[src/rtl/multicycle_control_fsm.sv]
// ---------------------------------------------------------------------------
// multicycle_control_fsm
//
// Control unit for the multicycle datapath. Each instruction walks through
// FETCH -> DECODE -> EXEC -> (MEM) -> (WB). The fetched instruction is
// latched internally so the decode is stable for the whole instruction.
// Also provides a retired-instruction counter and a memory-wait watchdog.
//
// Ports
//   CLK        in   clock, rising edge
//   nRST       in   asynchronous reset, active low
//   ihit       in   instruction memory ready
//   dhit       in   data memory ready
//   imemload   in   fetched instruction, valid when ihit
//   alu_zero   in   ALU result == 0
//   overflow   in   ALU signed overflow
//   iREN       out  instruction read request
//   dREN/dWEN  out  data read / write request
//   IRWrite    out  instruction-register load strobe
//   PCWrite    out  PC update strobe
//   PCSrc      out  0 PC+4, 1 branch target, 2 jump target, 3 rs (JR)
//   RegDst     out  0 rd, 1 rt, 2 r31
//   RegWrite   out  register file write strobe
//   ALUSrc     out  0 rt, 1 extended immediate, 2 shamt
//   MemToReg   out  0 mem, 1 ALU, 2 PC+4, 3 LUI immediate
//   ExtOp      out  1 sign-extend, 0 zero-extend
//   alu_op     out  ALU operation
//   halt       out  sticky halt
//   timeout    out  sticky watchdog flag
//   retired    out  retired instruction count (wraps)
//   dbg_state  out  current FSM state encoding (debug observation)
//
// Memory handshake: a request (iREN, dREN or dWEN) is raised on entry to its
// state and held level-high every cycle until the matching hit is seen; the
// transfer completes in the cycle where request and hit are both high, and
// the request drops on the following cycle.
// ---------------------------------------------------------------------------
package cpu_types_pkg;

  typedef enum logic [3:0] {
    ALU_SLL  = 4'd0,
    ALU_SRL  = 4'd1,
    ALU_ADD  = 4'd2,
    ALU_SUB  = 4'd3,
    ALU_AND  = 4'd4,
    ALU_OR   = 4'd5,
    ALU_XOR  = 4'd6,
    ALU_NOR  = 4'd7,
    ALU_SLT  = 4'd8,
    ALU_SLTU = 4'd9
  } aluop_t;

  localparam logic [5:0] OP_RTYPE = 6'h00;
  localparam logic [5:0] OP_J     = 6'h02;
  localparam logic [5:0] OP_JAL   = 6'h03;
  localparam logic [5:0] OP_BEQ   = 6'h04;
  localparam logic [5:0] OP_BNE   = 6'h05;
  localparam logic [5:0] OP_ADDI  = 6'h08;
  localparam logic [5:0] OP_ADDIU = 6'h09;
  localparam logic [5:0] OP_SLTI  = 6'h0A;
  localparam logic [5:0] OP_SLTIU = 6'h0B;
  localparam logic [5:0] OP_ANDI  = 6'h0C;
  localparam logic [5:0] OP_ORI   = 6'h0D;
  localparam logic [5:0] OP_XORI  = 6'h0E;
  localparam logic [5:0] OP_LUI   = 6'h0F;
  localparam logic [5:0] OP_LW    = 6'h23;
  localparam logic [5:0] OP_SW    = 6'h2B;
  localparam logic [5:0] OP_HALT  = 6'h3F;

  localparam logic [5:0] FN_SLL  = 6'h00;
  localparam logic [5:0] FN_SRL  = 6'h02;
  localparam logic [5:0] FN_JR   = 6'h08;
  localparam logic [5:0] FN_ADD  = 6'h20;
  localparam logic [5:0] FN_ADDU = 6'h21;
  localparam logic [5:0] FN_SUB  = 6'h22;
  localparam logic [5:0] FN_SUBU = 6'h23;
  localparam logic [5:0] FN_AND  = 6'h24;
  localparam logic [5:0] FN_OR   = 6'h25;
  localparam logic [5:0] FN_XOR  = 6'h26;
  localparam logic [5:0] FN_NOR  = 6'h27;
  localparam logic [5:0] FN_SLT  = 6'h2A;
  localparam logic [5:0] FN_SLTU = 6'h2B;

endpackage

module multicycle_control_fsm
  import cpu_types_pkg::*;
#(
  parameter int WORD_W   = 32,
  parameter int CNT_W    = 32,
  parameter int MAX_WAIT = 64,
  parameter bit OVF_HALT = 1'b1
) (
  input  logic              CLK,
  input  logic              nRST,
  input  logic              ihit,
  input  logic              dhit,
  input  logic [WORD_W-1:0] imemload,
  input  logic              alu_zero,
  input  logic              overflow,
  output logic              iREN,
  output logic              dREN,
  output logic              dWEN,
  output logic              IRWrite,
  output logic              PCWrite,
  output logic [1:0]        PCSrc,
  output logic [1:0]        RegDst,
  output logic              RegWrite,
  output logic [1:0]        ALUSrc,
  output logic [1:0]        MemToReg,
  output logic              ExtOp,
  output aluop_t            alu_op,
  output logic              halt,
  output logic              timeout,
  output logic [CNT_W-1:0]  retired,
  output logic [2:0]        dbg_state
);

  typedef enum logic [2:0] {
    RST_S  = 3'd0,
    FETCH  = 3'd1,
    DECODE = 3'd2,
    EXEC   = 3'd3,
    MEM    = 3'd4,
    WB     = 3'd5,
    HALTED = 3'd6
  } state_t;

  // wait_q only has to reach MAX_WAIT-1: the timeout fires on the cycle that
  // would have made it MAX_WAIT.
  localparam int WAIT_W = (MAX_WAIT > 1) ? $clog2(MAX_WAIT) : 1;
  localparam logic [WAIT_W-1:0] WAIT_LAST = WAIT_W'((MAX_WAIT > 0) ? MAX_WAIT - 1 : 0);

  state_t             state_q;
  logic [WORD_W-1:0]  ir_q;
  logic [CNT_W-1:0]   retired_q;
  logic [WAIT_W-1:0]  wait_q;
  logic               halt_q;
  logic               timeout_q;

  logic [5:0] opcode;
  logic [5:0] funct;
  logic       unused_ir_bits;

  assign opcode         = ir_q[31:26];
  assign funct          = ir_q[5:0];
  assign unused_ir_bits = ^ir_q[25:6];

  // -------------------------------------------------------------------------
  // Instruction decode from the latched IR
  // -------------------------------------------------------------------------
  aluop_t     dec_alu_op;
  logic [1:0] dec_alu_src;
  logic       dec_ext_op;
  logic       dec_known;    // recognised ALU/LUI/memory/branch instruction
  logic       dec_ovf_chk;  // ADD/SUB/ADDI: signed overflow is a fault
  logic       dec_rtype;
  logic       dec_lw;
  logic       dec_sw;
  logic       dec_lui;
  logic       dec_branch;
  logic       dec_jr;

  always_comb begin
    dec_alu_op  = ALU_SLL;
    dec_alu_src = 2'd0;
    dec_ext_op  = 1'b1;
    dec_known   = 1'b0;
    dec_ovf_chk = 1'b0;
    dec_rtype   = 1'b0;
    dec_lw      = 1'b0;
    dec_sw      = 1'b0;
    dec_lui     = 1'b0;
    dec_branch  = 1'b0;
    dec_jr      = (opcode == OP_RTYPE) && (funct == FN_JR);
    case (opcode)
      OP_RTYPE: begin
        dec_rtype = 1'b1;
        dec_known = 1'b1;
        case (funct)
          FN_SLL:  begin dec_alu_op = ALU_SLL; dec_alu_src = 2'd2; end
          FN_SRL:  begin dec_alu_op = ALU_SRL; dec_alu_src = 2'd2; end
          FN_ADD:  begin dec_alu_op = ALU_ADD; dec_ovf_chk = 1'b1; end
          FN_ADDU: dec_alu_op = ALU_ADD;
          FN_SUB:  begin dec_alu_op = ALU_SUB; dec_ovf_chk = 1'b1; end
          FN_SUBU: dec_alu_op = ALU_SUB;
          FN_AND:  dec_alu_op = ALU_AND;
          FN_OR:   dec_alu_op = ALU_OR;
          FN_XOR:  dec_alu_op = ALU_XOR;
          FN_NOR:  dec_alu_op = ALU_NOR;
          FN_SLT:  dec_alu_op = ALU_SLT;
          FN_SLTU: dec_alu_op = ALU_SLTU;
          default: dec_known  = 1'b0;  // unknown funct retires as a NOP
        endcase
      end
      OP_ADDI:  begin dec_known = 1'b1; dec_alu_op = ALU_ADD;  dec_alu_src = 2'd1; dec_ovf_chk = 1'b1; end
      OP_ADDIU: begin dec_known = 1'b1; dec_alu_op = ALU_ADD;  dec_alu_src = 2'd1; end
      OP_SLTI:  begin dec_known = 1'b1; dec_alu_op = ALU_SLT;  dec_alu_src = 2'd1; end
      OP_SLTIU: begin dec_known = 1'b1; dec_alu_op = ALU_SLTU; dec_alu_src = 2'd1; end
      OP_ANDI:  begin dec_known = 1'b1; dec_alu_op = ALU_AND;  dec_alu_src = 2'd1; dec_ext_op = 1'b0; end
      OP_ORI:   begin dec_known = 1'b1; dec_alu_op = ALU_OR;   dec_alu_src = 2'd1; dec_ext_op = 1'b0; end
      OP_XORI:  begin dec_known = 1'b1; dec_alu_op = ALU_XOR;  dec_alu_src = 2'd1; dec_ext_op = 1'b0; end
      // LUI writes the shifted immediate through MemToReg=3; the ALU result is unused.
      OP_LUI:   begin dec_known = 1'b1; dec_lui = 1'b1; dec_alu_src = 2'd1; dec_ext_op = 1'b0; end
      OP_LW:    begin dec_known = 1'b1; dec_lw = 1'b1; dec_alu_op = ALU_ADD; dec_alu_src = 2'd1; end
      OP_SW:    begin dec_known = 1'b1; dec_sw = 1'b1; dec_alu_op = ALU_ADD; dec_alu_src = 2'd1; end
      OP_BEQ, OP_BNE: begin dec_known = 1'b1; dec_branch = 1'b1; dec_alu_op = ALU_SUB; end
      default: ;
    endcase
  end

  logic branch_taken;
  logic ovf_fault;

  assign branch_taken = (opcode == OP_BEQ) ? alu_zero : !alu_zero;
  assign ovf_fault    = OVF_HALT && dec_ovf_chk && overflow;

  // -------------------------------------------------------------------------
  // Datapath controls: decoded from state and latched IR; the hit, alu_zero
  // and overflow inputs only qualify the strobes of the current cycle.
  // -------------------------------------------------------------------------
  always_comb begin
    iREN     = 1'b0;
    dREN     = 1'b0;
    dWEN     = 1'b0;
    IRWrite  = 1'b0;
    PCWrite  = 1'b0;
    PCSrc    = 2'd0;
    RegDst   = 2'd0;
    RegWrite = 1'b0;
    ALUSrc   = 2'd0;
    MemToReg = 2'd0;
    ExtOp    = 1'b0;
    alu_op   = ALU_SLL;
    case (state_q)
      FETCH: begin
        iREN    = 1'b1;
        IRWrite = ihit;
      end
      DECODE: begin
        if (opcode == OP_J) begin
          PCWrite = 1'b1;
          PCSrc   = 2'd2;
        end else if (opcode == OP_JAL) begin
          PCWrite  = 1'b1;
          PCSrc    = 2'd2;
          RegWrite = 1'b1;
          RegDst   = 2'd2;
          MemToReg = 2'd2;
        end else if (dec_jr) begin
          PCWrite = 1'b1;
          PCSrc   = 2'd3;
        end
      end
      EXEC: begin
        alu_op = dec_alu_op;
        ALUSrc = dec_alu_src;
        ExtOp  = dec_ext_op;
        if (dec_branch) begin
          PCWrite = 1'b1;
          PCSrc   = branch_taken ? 2'd1 : 2'd0;
        end
      end
      MEM: begin
        // Address operands stay selected while the request is outstanding.
        alu_op = dec_alu_op;
        ALUSrc = dec_alu_src;
        ExtOp  = dec_ext_op;
        dREN   = dec_lw;
        dWEN   = dec_sw;
        if (dec_sw && dhit) begin
          PCWrite = 1'b1;
        end
      end
      WB: begin
        RegWrite = dec_known;
        RegDst   = dec_rtype ? 2'd0 : 2'd1;
        MemToReg = dec_lw ? 2'd0 : (dec_lui ? 2'd3 : 2'd1);
        PCWrite  = 1'b1;
      end
      default: ;
    endcase
  end

  assign halt      = halt_q;
  assign timeout   = timeout_q;
  assign retired   = retired_q;
  assign dbg_state = state_q;

  // -------------------------------------------------------------------------
  // State register, IR, retire counter, watchdog
  // -------------------------------------------------------------------------
  always_ff @(posedge CLK or negedge nRST) begin
    if (!nRST) begin
      state_q   <= RST_S;
      ir_q      <= '0;
      retired_q <= '0;
      wait_q    <= '0;
      halt_q    <= 1'b0;
      timeout_q <= 1'b0;
    end else begin
      // Every PCWrite pulse marks exactly one retired instruction.
      retired_q <= retired_q + {{(CNT_W-1){1'b0}}, PCWrite};
      // Wait count only survives consecutive cycles in FETCH/MEM without a hit.
      wait_q    <= '0;
      case (state_q)
        RST_S: state_q <= FETCH;
        FETCH: begin
          if (ihit) begin
            ir_q    <= imemload;
            state_q <= DECODE;
          end else if (MAX_WAIT > 0 && wait_q == WAIT_LAST) begin
            timeout_q <= 1'b1;
            halt_q    <= 1'b1;
            state_q   <= HALTED;
          end else begin
            wait_q <= wait_q + 1'b1;
          end
        end
        DECODE: begin
          if (opcode == OP_HALT) begin
            halt_q  <= 1'b1;
            state_q <= HALTED;
          end else if (opcode == OP_J || opcode == OP_JAL || dec_jr) begin
            state_q <= FETCH;
          end else begin
            state_q <= EXEC;
          end
        end
        EXEC: begin
          if (dec_branch) begin
            state_q <= FETCH;
          end else if (ovf_fault) begin
            halt_q  <= 1'b1;
            state_q <= HALTED;
          end else if (dec_lw || dec_sw) begin
            state_q <= MEM;
          end else begin
            state_q <= WB;
          end
        end
        MEM: begin
          if (dhit) begin
            state_q <= dec_lw ? WB : FETCH;
          end else if (MAX_WAIT > 0 && wait_q == WAIT_LAST) begin
            timeout_q <= 1'b1;
            halt_q    <= 1'b1;
            state_q   <= HALTED;
          end else begin
            wait_q <= wait_q + 1'b1;
          end
        end
        WB:      state_q <= FETCH;
        HALTED:  state_q <= HALTED;
        default: state_q <= RST_S;
      endcase
    end
  end

endmodule

[config.mk]
export PLATFORM = sky130hd
export DESIGN_NAME = multicycle_control_fsm
export DESIGN_NICKNAME = d
export VERILOG_FILES = /design/src/rtl/multicycle_control_fsm.sv
export SDC_FILE = /design/constraint.sdc
export NUM_CORES = 1
export LEC_CHECK = 0
export BUFFER_PORTS_ARGS = -buffer_cell sky130_fd_sc_hd__buf_2
export CAP_MARGIN = 0
export CORE_MARGIN = 4
export CORE_UTILIZATION = 55
export DETAILED_ROUTE_END_ITERATION = 16
export HOLD_SLACK_MARGIN = 0.02
export PLACE_DENSITY = 0.93
export SYNTH_ARGS = -nofsm -noshare
export SYNTH_HDL_FRONTEND = slang
export SYNTH_SLANG_ARGS = --single-unit
export TNS_END_PERCENT = 20
[constraint.sdc]
create_clock -name CLK -period 6.9 [get_ports CLK]
set_input_delay 0.345 -clock CLK [delete_from_list [all_inputs] [get_ports CLK]]
set_output_delay 0.345 -clock CLK [all_outputs]
set_load 0.02 [all_outputs]
======== After elaboration in Yosys (flattened, before gate mapping) ========
Cells that the tools add are included.
word-level totals
  output and inout bits ................... 56
  register bits ........................... 75
  logic and storage cells ................. 143
cells by class
  reductions and logical operators ........ 27
  add/subtract/negate cells ............... 2
  multiplexer cells ....................... 69
  equal/unequal tests ..................... 39
operators with widths
  kind                                            number
  == test 6 bit (second input constant)           14
  == test 6 x 4 -> 1 bit (second input constant)  9
  case mux 4 bit (9 select lines)                 1
  2-to-1 mux 1 bit                                34
  adder 32 x 1 -> 32 bit                          1
  case mux 4 bit (8 select lines)                 1
  OR reduction 12 bit                             2
  2-to-1 mux 2 bit                                11
  == test 6 x 2 -> 1 bit (second input constant)  3
  2-to-1 mux 3 bit                                6
  2-to-1 mux 6 bit                                3
  case mux 3 bit (6 select lines)                 1
  case mux 2 bit (2 select lines)                 4
  OR reduction 2 bit                              7
  == test 6 x 3 -> 1 bit (second input constant)  2
  zero test 6 bit                                 2
  case mux 6 bit (2 select lines)                 1
  != test 2 bit (second input constant)           5
  OR reduction 10 bit                             1
  == test 3 bit (second input constant)           3
  case mux 1 bit (2 select lines)                 4
  case mux 1 bit (4 select lines)                 2
  OR reduction 4 bit                              2
  adder 6 x 1 -> 6 bit (second input constant)    1
  12 further kinds                                17

======== Logic depth before layout (Yosys ltp) ========
Gate-level depths: netlist (run 1).
  depth in word-level cells ............... 8
  depth in mapped cells ................... 13

======== Worst setup path before layout (run 1) ========
OpenSTA, ideal clock, no wires.
  path type ............................... reg2reg
  start point ............................. register state_q[1] (netlist: dbg_state[1])
  end point ............................... register retired_q[30] (netlist: retired[30])
  path buffers ............................ 1
  arrival time ............................ 3112 ps
  clock period less this slack ............ 3241 ps
  setup time .............................. 129 ps
  setup slack ............................. 3659 ps
  stages on the path, launching flop included .. 13
  path through ............................ dfrtp_1 buf_4 nor3b_1 and3_1 nand2_1 a31oi_1 ha_1 ha_1 and3_1 nand4_2 nor4_4 nand3_1 xnor2_1
between the ends
  cells in the longest elaborated chain, start to end .. 3
ends and longest elaborated chain
  element                                                  RTL line  RTL
  from (decl)                                              134       state_t state_q;
  from (signal assigned)                                   344       state_q <= dec_lw ? WB : FETCH;
  == test 3 bit or == test 3 x 2 -> 1 bit (tied branches)  235       case (state_q)
  case mux 1 bit (4 select lines) *                        235
  net PCWrite                                              105       output logic PCWrite,
  adder 32 x 1 -> 32 bit *                                 303       retired_q <= retired_q + {{(CNT_W-1){1'b0}}, PCWrite};
  to (signal assigned)                                     303
  to (decl)                                                136       logic [CNT_W-1:0] retired_q;
Mark *: on every way through the listed nets, which the timed path passes. The rest lies on a longest branch.
A chain may end at the register's enable or synchronous reset.

======== Worst setup path in the final report (run 1) ========
  start point ............................. register ir_q[29]
  end point ............................... register retired_q[26] (netlist: retired[26])
between the ends
  cells in the longest elaborated chain, start to end .. 7
ends and longest elaborated chain
  element                            RTL line  RTL
  from (decl)                        135       logic [WORD_W-1:0] ir_q;
  from (signal assigned)             310       ir_q <= imemload;
  zero test 6 bit                    175       dec_jr = (opcode == OP_RTYPE) && (funct == FN_JR);
  logical AND 1 bit                  175
  2-to-1 mux 1 bit                   250       end else if (dec_jr) begin
  2-to-1 mux 1 bit                   244       end else if (opcode == OP_JAL) begin
  2-to-1 mux 1 bit                   241       if (opcode == OP_J) begin
  case mux 1 bit (4 select lines) *  235
  adder 32 x 1 -> 32 bit *           303
Mark *: on every way between the ends. The rest lies on a longest branch, timed or not.

==> flow_summary.yaml, run 1 <==
outcome:
  status: "completed"
route:
  drt-vias-per-instance: 5.61
  wl_mm: 6.56
  via_count: 2468
  wl_per_cell_um: 14.9
  firstDrtPassIters: 4
  postRouteAntennaNets: 0
  drt_iter0_drc: 68
  route.detailed.drc: 0
power:
  comb_power_share_pct: 35.1
  peakVddDrop_v: 0.000211
  pwr-share-clk_pct: 17.6
  p_leak_nw: 1.77
  seqPwrFrac_pct: 47.2
  internal_power_w: 0.000640
  p_sw_w: 0.000449
  swShare_pct: 41.2
  power_density_nw_per_um2: 309
grt:
  grt_max_degree: 56
  antenna_found_initial: 0
  grt-ovfl-total: 0
  grt_pass1_vias: 2370
  grt.total_usage_pct: 21.1
  grt_pass1_wl_mm: 11.1
setup_path:
  cp_common_cell: "ha_1"
  start_kind: "flop"
  slowest_delay_ns: 0.56
  worstPathMaxFanout: 15
  worstSetupEndpointType: "flop"
  worst-path-buf-inv: 0
  path_delay_family: "simple AND/OR/NAND/NOR gates"
  cp_data_required_time_ns: 7.09
  crit_slowest_cell: "dfrtp_1"
  cp.arrival_ns: 3.68
  cp_cell_sequence: "nor4_1, and4_1, or2_1, nand2_1, a31oi_1, ha_1, ha_1, and3_1, nand4_2, nor4_4, nand3_1, xnor2_1"
  worstSetupPathType: "reg2reg"
final_layout:
  antenna_cells: 0
  finalNetCount: 411
  area_delta_synth_final_pct: 15.5
  drive_above_1_share_pct: 30.3
  layout.cells.most_common_list: "buf_2 (73), dfrtp_1 (55), xnor2_1 (26)"
  fill_cells: 428
  final_common_cell: "buf_2"
cts:
  clk_pin_slew_ns: 0.11
  cts-root-buf: "clkbuf_8"
  clock_path_buffers: 2
  cts_tree: "done"
  cts_setup_buffers: 0
  postCtsHoldBufs: 0
  numCtsBuffers: 5
  numClockSinks: 55
  htree_levels: 2
  clkLatencyLatePin_ns: 0.31
  cts_resized: 0
timing:
  final_max_slew_viol_count: 0
  tightest_slew_ns: 0.670
  clock_skew_ns: 0.00845
  timing.fmax_mhz: 287
  setup_viol: 0
  postLayoutSetupSlackWorst_ns: 3.41
  maxSlewHeadroom_pct: 55.3
  fin_tns_setup_ns: 0
  rsz0062_at_grt: "false"
  hold_viol: 0
  min_period_ns: 3.49
  finalCritPeriodShare_pct: 50.5
yosys:
  synthDistinctLibCells: 62
  syn_avg_cell_area_um2: 10.1
  synth_seq_cells: 55
  synthCells: 303
  ys_warn_count: 0
  synth-async-reset-ratio_pct: 100
  yosysSeqAreaShare_pct: 45.1
  yosys_most_used_dff: "dfrtp_1"
  syn_area_um2: 3050
  synth_nets: 345
  synth_enable_flop_cells: 0
floorplan:
  rows: 26
  io_pins: 94
  die_area_um2: 6800
  die_h_um: 82.5
  coreArea_um2: 5240
  die_width_um: 82.5
  initial_utilization_pct: 58.2
place:
  hpwl_mm: 4.97
  gp_congestion: 0.896
  io_buffers: 73
  preCtsSetupSlack_ns: 3.51
job:
  max_cap_violations: 0
worst_hold_path:
  min_path_type: "in2async"
## cell type report
cell class	count	area [um^2]	share of cell area, %
clock buffers	6	82.6	2.35
flip-flops and latches	55	1380	39.1
well taps	70	87.6	2.49
inverters	11	41.3	1.17
clock inverters	2	17.5	0.498
multi-input cells	222	1540	43.8
repair buffers	74	373	10.6
## cells by family (layout without fill, tap and decap cells)
| group | Yosys count | count (layout) | share of synthesized area (%) |
|---|---|---|---|
| xor+xnor | 36 | 36 | 10.3 |
| fa+ha+maj | 4 | 4 | 1.64 |
| compound gates | 42 | 42 | 10.0 |
| mux | 11 | 11 | 4.06 |
| flops | 55 | 55 | 45.1 |
| simple gates | 129 | 129 | 24.5 |
| buf+inv | 26 | 93 | 4.27 |
## state kept, by name, indices dropped and copies added (netlist names)
signal / flops
dbg_state: 3
halt: 1
wait_q: 6
timeout: 1
retired: 32
ir_q: 12
## through the flow
stage | hold WS, ns | util (%) | cells | power, W | instance area (um^2)
global route | 0.205 | 67.2 | 440 | 0.00117 | 3520
finish | 0.146 | 67.2 | 440 | 0.00109 | 3520
detailed placement | 0.448 | 65.3 | 432 | 0.000901 | 3420
global placement | 0.435 | 65.3 | 432 | 0.000884 | 3420
CTS | 0.181 | 67.2 | 440 | 0.00109 | 3520
floorplan | 0.0494 | - | 303 | 0.000813 | 3050
## worst reg2reg max path, cell delays in order (launching register included)
cell     delay (ns)
dfrtp_1        0.56
nor4_1         0.44
and4_1         0.30
or2_1          0.14
nand2_1        0.07
a31oi_1        0.27
ha_1           0.28
ha_1           0.26
and3_1         0.26
nand4_2        0.21
nor4_4         0.30
nand3_1        0.14
xnor2_1        0.14
## metal layers
metal  up-vias  global-route usage [%]  routed length [um]
li1       1201                       -                   -
met1      1195                    28.3                3020
met2        66                    34.9                3150
met3         6                    4.34                 317
met4         0                    4.98                  66
met5         -                       0                   0
## cells in the mapped netlist, types with 4 or more instances
cell type,instances,area (um^2)
mux2_2,10,113
nand2b_1,4,25.0
nor3_1,10,50.1
nand3_1,18,90.1
xnor2_1,26,228
dfrtp_1,55,1380
buf_4,4,30.0
nand2_1,23,86.3
ha_1,4,50.1
and3_2,4,30.0
nand4_1,5,31.3
xor2_1,10,87.6
o21ai_0,9,45.0
a31oi_1,4,25.0
a21oi_1,6,30.0
buf_2,7,35.0
nor2_1,22,82.6
inv_1,11,41.3
and3_1,13,81.3
## final timing paths
kind / start / slack [ns] / depth (start not counted) / end
worst max register to register: ir_q[29] / 3.41 / 12 / retired[26]
worst min-delay path: nRST / 0.15 / 2 / retired[15]
min in group CLK: imemload[2] / 0.25 / 3 / ir_q[2]
worst min register to register: timeout / 0.46 / 1 / timeout
max in group asynchronous: nRST / 6.30 / 2 / wait_q[3]
worst max-delay path: ir_q[29] / 3.41 / 12 / retired[26]
## power groups by stage
stage | sequential, W | clock (W) | combinational (W)
floorplan | 0.000458 | 0 | 0.000356
global placement | 0.000513 | 0 | 0.000371
detailed placement | 0.000519 | 0 | 0.000383
CTS | 0.000512 | 0.000197 | 0.000385
global route | 0.000532 | 0.000211 | 0.000430
finish | 0.000515 | 0.000192 | 0.000383
(Power assumes the default switching activity.)
==> inputs of run 2 (changes only) <==
ABC_AREA = 1   (was default)
CORE_UTILIZATION = 52   (was 55)
PLACE_DENSITY = 0.88   (was 0.93)
clock period = 3.4 ns   (was 6.9 ns; I/O delays follow)
==> run 2 against run 1 <==
  * Cell count grew 43%
  * Non-clock buffer count increased by 1
  * Area after synthesis rose by 8.1%
  * Hold slack lost 0.094 ns
  * Sequential cell count stayed put
  * Largest power group unchanged
  * Sequential share of layout area is 3.8 points lower
  * Setup slack worse by 2.9 ns
  * Register-to-register slack worse by 2.9 ns
==> flow_summary.yaml, run 2 <==
cts:
  clk_pin_slew_ns: 0.09
  cts_tree: "done"
  cts-root-buf: "clkbuf_8"
  cts_resized: 0
  clkLatencyLatePin_ns: 0.31
  numClockSinks: 55
  clock_path_buffers: 2
  numCtsBuffers: 5
  htree_levels: 2
final_layout:
  drive_above_1_share_pct: 18.3
  layout.cells.most_common_list: "nand2_1 (164), nor2_1 (77), buf_2 (73)"
  largest_reg_flops: 32
  finalNetCount: 594
  area_delta_synth_final_pct: 18.1
  final_area_um2: 3890
  final_common_cell: "nand2_1"
  antenna_cells: 0
route:
  drt_iter0_drc: 264
  firstDrtPassIters: 5
  wl_per_cell_um: 12.9
  postRouteAntennaNets: 0
  via_count: 3360
  drt-vias-per-instance: 5.35
  route.detailed.drc: 0
  wl_mm: 8.13
yosys:
  synthDistinctLibCells: 26
  synth_compound_area_share_pct: 3.26
  synthAdderAreaFrac_pct: 1.52
  synth_top_family_by_area: "simple AND/OR/NAND/NOR gates"
  yosys_most_used_dff: "dfrtp_1"
  post-synth-top-area-fraction_pct: 41.7
  synthCells: 472
  ys_top_cells_by_count: "nand2_1 (164), nor2_1 (77), dfrtp_1 (55)"
  synthTopCellsByArea: "dfrtp_1 (42%), nand2_1 (19%), nor2_1 (8.8%)"
  synth.most_common_cell: "nand2_1"
  synth-async-reset-ratio_pct: 100
  syn_avg_cell_area_um2: 6.98
  synth_nets: 514
  muxShareOfSynthArea_pct: 0
  synth_largest_area_cell: "dfrtp_1"
  yosysSeqAreaShare_pct: 41.7
  ys_warn_count: 0
  synth_enable_flop_cells: 0
  synth_xor_area_share_pct: 5.31
  synth-simple-area-share_pct: 41.6
  syn_area_um2: 3300
  synth_seq_cells: 55
timing:
  min_period_ns: 2.90
  finalCritPeriodShare_pct: 85.3
  final_max_slew_viol_count: 0
  tightest_slew_ns: 0.801
  clock_skew_ns: 0.00623
  maxSlewHeadroom_pct: 46.6
  hold_viol: 0
  rsz0062_at_grt: "false"
  timing.fmax_mhz: 345
  postLayoutSetupSlackWorst_ns: 0.501
  setup_viol: 0
  fin_tns_setup_ns: 0
setup_path:
  crit_slowest_cell: "dfrtp_1"
  start_kind: "flop"
  slowest_delay_ns: 0.44
  cp_data_required_time_ns: 3.60
  worstSetupEndpointType: "flop"
  cp_cell_sequence: "nor2_1, nand3_1, o21ai_0, nand2_1, a21oi_1, ha_1, ha_1, nand2_1, inv_1, nand4_1, nor2_1, nand2_1, nand2_1, nand2_1"
  cp.arrival_ns: 3.10
  cp_common_cell: "nand2_1"
  worstPathMaxFanout: 5
  worstSetupPathType: "reg2reg"
place:
  io_buffers: 73
  hpwl_mm: 6.43
  preCtsSetupSlack_ns: 0.579
  placed_cell_area_um2: 3750
  gp_congestion: 1.08
grt:
  grt.total_usage_pct: 22.7
  antenna_found_initial: 0
  grt-ovfl-total: 0
  grt_pass1_vias: 3239
  grt_pass1_wl_mm: 14.0
  grt_max_degree: 38
job:
  max_cap_violations: 0
outcome:
  status: "completed"
floorplan:
  coreArea_um2: 6030
  die_area_um2: 7680
  io_pins: 94
  initial_utilization_pct: 54.7
  die_width_um: 87.6
  die_h_um: 87.6
  rows: 28
power:
  total_power_w: 0.00224
  power_density_nw_per_um2: 575
  peakVddDrop_v: 0.000485
  p_leak_nw: 2.09
worst_hold_path:
  min_path_type: "in2reg"
==> run 2: layout make-up <==
type | instances | area (um^2)
timing repair buffer | 75 | 383
clock inverter | 3 | 67.6
sequential | 55 | 1380
inverter | 54 | 203
multi-input combinational | 361 | 1700
clock buffer | 5 | 68.8
fill | 522 | 2130
tap | 75 | 93.8
==> run 2: final timing paths <==
path	start	endpoint	slack, ns	cells past startpoint
setup / recovery	ir_q[28]	retired[30]	0.50	14
hold / removal	imemload[4]	ir_q[4]	0.05	3
setup reg to reg	ir_q[28]	retired[30]	0.50	14
hold reg to reg	halt	halt	0.46	2
max in group asynchronous	nRST	retired[20]	2.16	3
min in group asynchronous	nRST	retired[23]	0.48	2
==> run 2: repair_timing <==
action                                 CTS  global route
hold buffers                             1             0
endpoints found under the hold margin   36             0
setup buffers                            0             0
==> run 2: kinds of logic after synthesis <==
| kind of cell | Yosys count |
|---|---|
| AOI/OAI and AO/OA | 21 |
| xor gates and xnor gates | 20 |
| adders and majority gates | 4 |
| buffers and inverters | 56 |
| DFF | 55 |
| and+or+nand+nor | 316 |
==> run 2: metrics by stage <==
step,utilization [%],hold slack [ns],cells
after floorplan,-,-0.126,472
after global placement,62.2,0.295,619
after detailed placement,62.2,0.309,619
after CTS,64.6,0.0554,628
after global routing,64.6,0.0697,628
final,64.6,0.0520,628
==> run 2: report_power, final <==
group | total, W | switching, W | internal [W]
registers | 0.000895 | 0.000128 | 0.000766
clock network | 0.000513 | 0.000220 | 0.000294
logic | 0.000831 | 0.000581 | 0.000250
total | 0.00224 | 0.000929 | 0.00131
==> run 2: layer usage <==
layer  vias up  routed length [um]  GRT usage, %
li1       1632                   -             -
met1      1523                3420          29.2
met2       159                3890          37.6
met3        46                 548          4.05
met4         0                 267          9.48
met5         -                   0             0
==> run 2: worst max-delay path: cells and delay by family, from the launching register on <==
kind | cells | cell delay [ns]
adder cells (fa/ha/maj) | 2 | 0.46
AO/OA/AOI/OAI | 2 | 0.44
flip-flops | 1 | 0.44
AND/OR/NAND/NOR | 9 | 1.32
buffers and inverters | 1 | 0.13
==> inputs of run 3 (changes only) <==
RECOVER_POWER = 100   (was default)
==> run 3 against run 2 <==
  * The flow now finishes with violations (max-capacitance violations, max-slew violations)
  * Clock power barely moved
  * Count of clock-buffer cells in the layout is the same
  * Register-to-register slack worse by 0.05 ns
  * Fmax down 1.9%
  * Largest cell class unchanged
==> flow_summary.yaml, run 3 (synthesis gave the netlist of run 2 again) <==
cts:
  cts-root-buf: "clkbuf_8"
  cts_setup_buffers: 0
  numCtsBuffers: 5
  cts_tree: "done"
  numClockSinks: 55
  clock_path_buffers: 2
  htree_levels: 2
  clk_pin_slew_ns: 0.10
  clkLatencyLatePin_ns: 0.31
route:
  firstDrtPassIters: 7
  route.detailed.drc: 0
  wl_mm: 8.15
  drt_iter0_drc: 237
  postRouteAntennaNets: 0
  drt-vias-per-instance: 5.29
  via_count: 3324
  wl_per_cell_um: 13.0
final_layout:
  layout.cells.most_common_list: "nand2_1 (165), nor2_1 (80), clkbuf_1 (58)"
  finalNetCount: 594
  final_util_pct: 62.8
  final_area_um2: 3780
  drive_above_1_share_pct: 6.15
  area_delta_synth_final_pct: 14.8
  final_common_cell: "nand2_1"
  largest_reg_flops: 32
  antenna_cells: 0
  fill_cells: 567
worst_hold_path:
  hold_start: "imemload[4]"
  min_path_type: "in2reg"
timing:
  clock_skew_ns: 0.00799
  finalCritPeriodShare_pct: 86.9
  maxSlewHeadroom_pct: -28.6
  final_max_slew_viol_count: 38
  timing.fmax_mhz: 339
  setup_viol: 0
  fin_tns_setup_ns: 0
  min_period_ns: 2.95
  tightest_slew_ns: 1.93
  hold_viol: 0
  rsz0062_at_grt: "false"
setup_path:
  slowest_delay_ns: 0.44
  worstSetupEndpointType: "flop"
  timing.rr.start: "ir_q[28]"
  crit_slowest_cell: "dfrtp_1"
  worst-path-buf-inv: 0
  worstPathMaxFanout: 5
  worstSetupPathType: "reg2reg"
  cp_data_required_time_ns: 3.62
  cp.arrival_ns: 3.17
  cp_common_cell: "nand2_1"
  path_delay_family: "simple AND/OR/NAND/NOR gates"
  cp_cell_sequence: "nor2_1, nand3_1, o21ai_0, nand2_1, a21oi_1, ha_1, nand3_1, nor2_1, nand2_2, nor3_4, nand2_1, nand2_1, nand2_1"
  start_kind: "flop"
  startpoint: "ir_q[28]"
place:
  gp_congestion: 1.08
  placed_cell_area_um2: 3750
  hpwl_mm: 6.43
  io_buffers: 73
grt:
  grt_pass1_wl_mm: 14.0
  grt_pass1_vias: 3239
  antenna_found_initial: 0
  grt-ovfl-total: 0
  grt_max_degree: 38
  grt.total_usage_pct: 22.7
power:
  power_density_nw_per_um2: 585
  seqPwrFrac_pct: 40.4
  pwr-share-clk_pct: 23.2
  total_power_w: 0.00221
  p_sw_w: 0.000924
  peakVddDrop_v: 0.000481
  swShare_pct: 41.7
  internal_power_w: 0.00129
  comb_power_share_pct: 36.4
  p_leak_nw: 1.86
floorplan:
  initial_utilization_pct: 54.7
  io_pins: 94
  die_width_um: 87.6
  coreArea_um2: 6030
  die_h_um: 87.6
  die_area_um2: 7680
  rows: 28
outcome:
  status: "complete, but fails checks"
  violations: "max-capacitance violations, max-slew violations"
job:
  max_cap_violations: 1
[run 3: worst paths after layout]
check	endpoint	cells after the start	slack (ns)
worst max-delay path	retired[23]	13	0.45
worst min-delay path	ir_q[4]	3	0.05
worst max register to register	retired[23]	13	0.45
worst min register to register	halt	2	0.47
max in group asynchronous	retired[20]	3	0.77
min in group asynchronous	retired[23]	2	0.93
[run 3: layout make-up]
type                       instances  area, um^2  area share (%)
sequential                        55        1380            36.4
inverter                          54         203            5.36
tap                               75        93.8            2.48
multi-input combinational        361        1670            44.1
clock buffer                       5        68.8            1.82
clock inverter                     3        67.6            1.79
timing repair buffer              75         308            8.13
[run 3: repair_timing]
action / CTS / global route
hold buffers: 1 / 0
hold endpoints to repair: 36 / 0
resized for setup: 0 / 0
[run 3: power by group through the flow]
stage / Clock [W] / Combinational (W) / Sequential (W)
floorplan: 0 / 0.000570 / 0.000919
global placement: 0 / 0.000785 / 0.000893
detailed placement: 0 / 0.000816 / 0.000902
CTS: 0.000519 / 0.000826 / 0.000890
global route: 0.000546 / 0.000931 / 0.000908
finish: 0.000514 / 0.000806 / 0.000894
[run 3: worst reg2reg max path, stage by stage (launching register included)]
cell     delay, ns
dfrtp_1       0.44
nor2_1        0.29
nand3_1       0.23
o21ai_0       0.23
nand2_1       0.09
a21oi_1       0.21
ha_1          0.25
nand3_1       0.19
nor2_1        0.37
nand2_2       0.17
nor3_4        0.20
nand2_1       0.08
nand2_1       0.07
nand2_1       0.04
[run 3: metrics by stage]
stage / hold slack (ns) / worst slack, ns / std cells
3_3_place_gp: 0.295 / 0.710 / 619
5_1_grt: 0.0697 / 0.0915 / 628
2_1_floorplan: -0.126 / 0.667 / 472
4_1_cts: 0.0554 / 0.568 / 628
6_report: 0.0544 / 0.446 / 628
3_5_place_dp: 0.309 / 0.579 / 619
[run 3: per-layer routing]
metal  part of all wire [%]  global-route usage (%)  up-vias
li1                       -                       -     1631
met1                     43                    29.2     1532
met2                     48                    37.6      131
met3                    6.2                    4.05       30
met4                    2.9                    9.48        0
met5                      0                       0        -
